### src/rtl/reg_file_param.sv
// Parametrised multi-read, single-write register file with byte-lane writes,
// optional hardwired-zero entry 0, optional write-through bypass and a sequential clear engine.
module reg_file_param #(
  parameter int DATA_W   = 32,
  parameter int ADDR_W   = 5,
  parameter int NUM_RD   = 2,
  parameter int ZERO_REG = 1,
  parameter int BYPASS   = 1
) (
  input  logic                       clk,
  input  logic                       rst_all,
  input  logic                       we,
  input  logic [ADDR_W-1:0]          write_addr,
  input  logic [DATA_W-1:0]          write_data,
  input  logic [DATA_W/8-1:0]        byte_en,
  input  logic [NUM_RD*ADDR_W-1:0]   read_addr,
  output logic [NUM_RD*DATA_W-1:0]   read_data,
  input  logic                       clr_req,
  output logic                       busy,
  output logic                       wr_accept
);

  localparam int DEPTH     = 2 ** ADDR_W;
  localparam int NUM_LANES = DATA_W / 8;
  localparam logic ZERO_EN   = (ZERO_REG != 0);
  localparam logic BYPASS_EN = (BYPASS != 0);
  localparam logic [ADDR_W-1:0] LAST_IDX = '1;

  typedef enum logic {
    ST_IDLE,
    ST_CLEAR
  } state_t;

  state_t              state_reg;
  state_t              state_next;
  logic [ADDR_W-1:0]   clr_ptr_reg;
  logic [ADDR_W-1:0]   clr_ptr_next;
  logic                clr_active;

  logic [DATA_W-1:0]   mem_reg [DEPTH];
  logic [DATA_W-1:0]   merged_data;

  // Clear engine: state register
  always_ff @(posedge clk or negedge rst_all) begin
    if (!rst_all) begin
      state_reg   <= ST_IDLE;
      clr_ptr_reg <= '0;
    end else begin
      state_reg   <= state_next;
      clr_ptr_reg <= clr_ptr_next;
    end
  end

  // Clear engine: next state; a request while clearing is deliberately ignored
  always_comb begin
    state_next   = state_reg;
    clr_ptr_next = clr_ptr_reg;
    clr_active   = 1'b0;
    case (state_reg)
      ST_IDLE: begin
        if (clr_req) begin
          state_next   = ST_CLEAR;
          clr_ptr_next = '0;
        end
      end
      ST_CLEAR: begin
        clr_active   = 1'b1;
        clr_ptr_next = clr_ptr_reg + 1'b1;
        if (clr_ptr_reg == LAST_IDX) begin
          state_next   = ST_IDLE;
          clr_ptr_next = '0;
        end
      end
      default: begin
        state_next   = ST_IDLE;
        clr_ptr_next = '0;
      end
    endcase
  end

  assign busy      = (state_reg == ST_CLEAR);
  assign wr_accept = we & ~busy & ~(ZERO_EN & (write_addr == '0));

  // Lane merge of the incoming write with the currently stored entry
  generate
    for (genvar gi = 0; gi < NUM_LANES; gi++) begin : g_lane
      assign merged_data[gi*8 +: 8] = byte_en[gi] ? write_data[gi*8 +: 8]
                                                  : mem_reg[write_addr][gi*8 +: 8];
    end
  endgenerate

  // Storage; writes and clearing never coincide since busy blocks wr_accept
  always_ff @(posedge clk or negedge rst_all) begin
    if (!rst_all) begin
      for (int i = 0; i < DEPTH; i++) begin
        mem_reg[i] <= '0;
      end
    end else begin
      if (wr_accept) begin
        mem_reg[write_addr] <= merged_data;
      end
      if (clr_active) begin
        mem_reg[clr_ptr_reg] <= '0;
      end
    end
  end

  // Combinational read ports, each with its own bypass and zero-entry override
  generate
    for (genvar gi = 0; gi < NUM_RD; gi++) begin : g_rd
      logic [ADDR_W-1:0] port_addr;
      logic [DATA_W-1:0] port_data;

      assign port_addr = read_addr[gi*ADDR_W +: ADDR_W];

      always_comb begin
        port_data = mem_reg[port_addr];
        if (BYPASS_EN && wr_accept && (port_addr == write_addr)) begin
          port_data = merged_data;
        end
        if (ZERO_EN && (port_addr == '0)) begin
          port_data = '0;
        end
      end

      assign read_data[gi*DATA_W +: DATA_W] = port_data;
    end
  endgenerate

endmodule

### config.mk
export PLATFORM = sky130hd
export DESIGN_NAME = reg_file_param
export DESIGN_NICKNAME = d
export VERILOG_FILES = /design/src/rtl/reg_file_param.sv
export SDC_FILE = /design/constraint.sdc
export NUM_CORES = 2
export LEC_CHECK = 0
export CELL_PAD_IN_SITES_DETAIL_PLACEMENT = 0
export CELL_PAD_IN_SITES_GLOBAL_PLACEMENT = 1
export CORE_UTILIZATION = 48
export DETAILED_ROUTE_END_ITERATION = 10
export DONT_BUFFER_PORTS = 1
export PLACE_DENSITY = 0.87
export SETUP_SLACK_MARGIN = 0.02
export SYNTH_ARGS = -nofsm -noshare
export SYNTH_HDL_FRONTEND = slang
export SYNTH_SLANG_ARGS = --single-unit
export TNS_END_PERCENT = 20
### constraint.sdc
create_clock -name clk -period 3.15 [get_ports clk]
set_input_delay 0.4725 -clock clk [delete_from_list [all_inputs] [get_ports clk]]
set_output_delay 0.4725 -clock clk [all_outputs]
set_load 0.005 [all_outputs]
==> reports/qor.csv <==
stage,metric,value,unit
setup_path,CP Launch Type,primary input,
layout,fillers,10890,
global_routing,gr usage total,42.05,%
routing,routed len/inst,37.63,microns
logic_synthesis,asr flop ratio synth,100.0,%
layout,final std cells w/o fill,7434,
logic_synthesis,Main synth FF type,dfrtp_1,
power_and_ir_drop,Internal,27.28,mW
sta,headroom to the max-slew limit,-10.69,%
placed_design,DP HPWL,167.0,mm
power_and_ir_drop,Switching Share,32.97,%
logic_synthesis,largest family of logic cells by synthesized area,multiplexers,
logic_synthesis,Post-synth EDFFs,0,
min_path,hold-critical path depth,3,
global_routing,met2 Usage GRT,56.15,%
floorplan,num rows,132,
logic_synthesis,mapped cell area,63130,sq um
floorplan,Top Ports,121,
routing,via count,57410,
power_and_ir_drop,sw power,13.42,mW
layout,most frequent cells in the layout,"1030 x dfrtp_1, 869 x nand2_1, 787 x o21ai_0",
setup_path,Worst Path Required,2.68,ns
clock_network,Clock Pin Slew Worst Setup and Hold Paths,0.06,ns
placed_design,IO Port Bufs,0,
sta,Final Setup Violations,64,
clock_network,Longest Clk Path Bufs,3,
routing,Final ANT Viol Nets,0,
sta,Final Hold Vio Count,0,
logic_synthesis,adder-cell share of the synthesized area,0.09910,%
logic_synthesis,mux contribution to synthesized area,28.91,%
power_and_ir_drop,LEAKAGE,30.04,nW
floorplan,die width,364.6,microns
logic_synthesis,Simple-Gate Fraction of Synth Area,8.487,%
floorplan,core area,130000,sq um
layout,final core occ,55.79,%
setup_path,worst reg2reg path startpoint,busy,
global_routing,met3 Use GR,21.28,%
status,violated checks,"max-capacitance violations, max-slew violations, negative setup slack",
logic_synthesis,top-area cell type share of the netlist area,40.83,%
clock_network,TritonCTS buffer count,109,
global_routing,GRT overflow,0,
global_routing,vias in the first global route,56110,
routing,initial drt markers,9960,
setup_path,peak fanout along the critical path,142,
logic_synthesis,Post-Synth XOR/XNOR Area,0.1387,%
power_and_ir_drop,clock network fraction of design power,33.8,%
placed_design,DP Cell Count,7201,
sta,worst setup margin,-0.7178,ns
placed_design,Post-Place Setup Slack,-0.4985,ns
min_path,Hold Path Class,primary input to register,
routing,Detailed Route WL,279.8,mm
global_routing,met1 usage,51.01,%
layout,layout cells sized above 1,28.18,%
logic_synthesis,post-synthesis sequential area ratio,40.83,%
routing,Pre-Repair DR Iteration Count,9,
sta,RSZ-0062 raised after global routing,true,
min_path,Hold EP,mem_reg[983],
layout,nets@finish,5658,
logic_synthesis,ranking of synthesized cells by area,"dfrtp_1 41%, mux4_2 23%, o21ai_0 6.5%",
logic_synthesis,syn_nets,5677,
sta,hold slack final,0.1520,ns
sta,f_max,258.5,MHz
sta,Final period util,122.8,%
min_path,worst hold start,byte_en[2],
logic_synthesis,"flops & latches, synth",1030,
routing,drt drc,0,
power_and_ir_drop,Flop pwr share,41.0,%
setup_path,Critical Path Sink Type,output port,
floorplan,Die H,364.6,microns
logic_synthesis,syn_area_per_cell,11.24,sq um
logic_synthesis,synth unique cells,84,
layout,"commonest non-fill, non-tap cell in the layout",dfrtp_1,
power_and_ir_drop,Worst VDD drop,0.0004658,V
floorplan,Starting Density,48.57,%
logic_synthesis,post-synth top area cell,dfrtp_1,
logic_synthesis,Ys Warns,0,
global_routing,first-pass GRT wire length,400.3,mm
setup_path,CP Class,primary input to output port,
global_routing,"Most Used Layer, Global Route",met2,
logic_synthesis,post-synthesis compound-gate area fraction,16.91,%
setup_path,critical path arrival,3.40,ns
setup_path,Reg2Reg Setup Slack,0.27,ns
setup_path,worst reg2reg endpoint,mem_reg[15],
sta,setup TNS,-24.92,ns
power_and_ir_drop,Comb pwr share,25.2,%
placed_design,routability cong.,0.9966,
global_routing,antenna violations before repair,16,
setup_path,Worst R2R Path Depth,9,
sta,Final min period,3.868,ns
sta,Fin Clk Skew,0.02440,ns
clock_network,Clock Sink Count,1030,
sta,fin. max-slew vios,71,
layout,P&R area growth vs syn,14.87,%
sta,slew of the pin with the lowest slew margin,1.660,ns
clock_network,later-pin clock latency in the skew report,0.77,ns
status,status,"finished, violations left",
clock_network,CTS tree,yes,
job,# Max-Cap Violations,1,
clock_network,root buffer cell,clkbuf_16,
global_routing,largest net degree at the start of global routing,408,
clock_network,htree depth,3,
routing,Via density,7.723,
floorplan,DIE AREA,133000,sq um
logic_synthesis,Post-Synthesis Cells,5617,
layout,number of flip-flops in the largest register,1024,
power_and_ir_drop,Power Density,561.3,nW/um^2
==> cells in the mapped netlist (all sizes together) (20+ instances only) <==
cell    number
nor3        35
a31oi       27
a211oi      27
o21ai      825
and3        20
a22o       192
a221oi      41
mux2i      345
a32o        65
clkbuf     332
nand3       70
and2        47
a22oi      214
a21oi      131
mux2        50
dfrtp     1030
o22ai       58
nor2b       28
nand2      879
mux4       632
nand2b      24
buf        269
nor2       110
==> power by group through the flow <==
stage,combinational (mW),sequential (mW),clock (mW)
after floorplan,6.11,16.2,0
after global placement,9.18,16.7,0
after detailed placement,9.37,16.8,0
after CTS,9.65,16.6,13.7
after global routing,10.5,16.9,14.2
final,10.3,16.7,13.7
==> routing by layer <==
metal | share of wire, % | wire (microns)
met1 | 32 | 89430
met2 | 40 | 111400
met3 | 18 | 51420
met4 | 9.7 | 27180
met5 | 0.13 | 354
==> worst max-delay path, stage by stage <==
cell,delay (ns)
and2_4,0.47
buf_12,0.20
a22oi_1,0.23
a21oi_2,0.16
a2111oi_4,0.35
a21oi_2,0.09
o211ai_1,0.75
buf_4,0.25
buf_6,0.09
==> cell families (layout without fill, tap and decap cells) <==
group | count (synthesis) | after routing
AO/OA/AOI/OAI | 1675 | 1675
AND/OR/NAND/NOR | 1254 | 1254
flip-flops | 1030 | 1030
multiplexers | 1027 | 1027
buffers and inverters | 616 | 681
XOR/XNOR | 10 | 10
adder cells (fa/ha/maj) | 5 | 5
other | 0 | 10
==> through the flow <==
step / total power [mW] / area [sq um]
after floorplan: 22.34 / 63130
after global placement: 25.84 / 67200
after detailed placement: 26.20 / 67200
after CTS: 39.93 / 71990
after global routing: 41.63 / 72490
final: 40.70 / 72510
==> worst max-delay path by stage <==
stage / endpoint / start / cells after the start
floorplan: read_data[0] / read_addr[0] / 9
global placement: read_data[42] / write_addr[1] / 9
detailed placement: read_data[42] / write_addr[1] / 9
CTS: read_data[5] / mem_reg[389] / 7
global route: read_data[5] / busy / 7
finish: read_data[5] / write_addr[0] / 9
==> layout make-up <==
| cell class | instances | area (sq um) | area share (%) |
|---|---|---|---|
| antenna | 10 | 25.02 | 0.03451 |
| clock buffer | 148 | 3126 | 4.310 |
| clock inverter | 47 | 599.3 | 0.8265 |
| inverter | 15 | 62.56 | 0.08627 |
| multi-input combinational | 3971 | 36110 | 49.79 |
| sequential | 1030 | 25770 | 35.54 |
| tap | 1742 | 2180 | 3.006 |
| timing repair buffer | 471 | 4642 | 6.401 |
==> timing repair <==
item / 4_1_cts / 5_1_grt
cloned: 0 / 0
pin swaps: 36 / 27
hold buffers: 2 / 0
gates resized for setup: 188 / 101
setup endpoints to repair: 64 / 64
endpoints found under the hold margin: 80 / 0
buffers inserted: 22 / 10
Note: power is estimated with default switching activity, not from simulation.
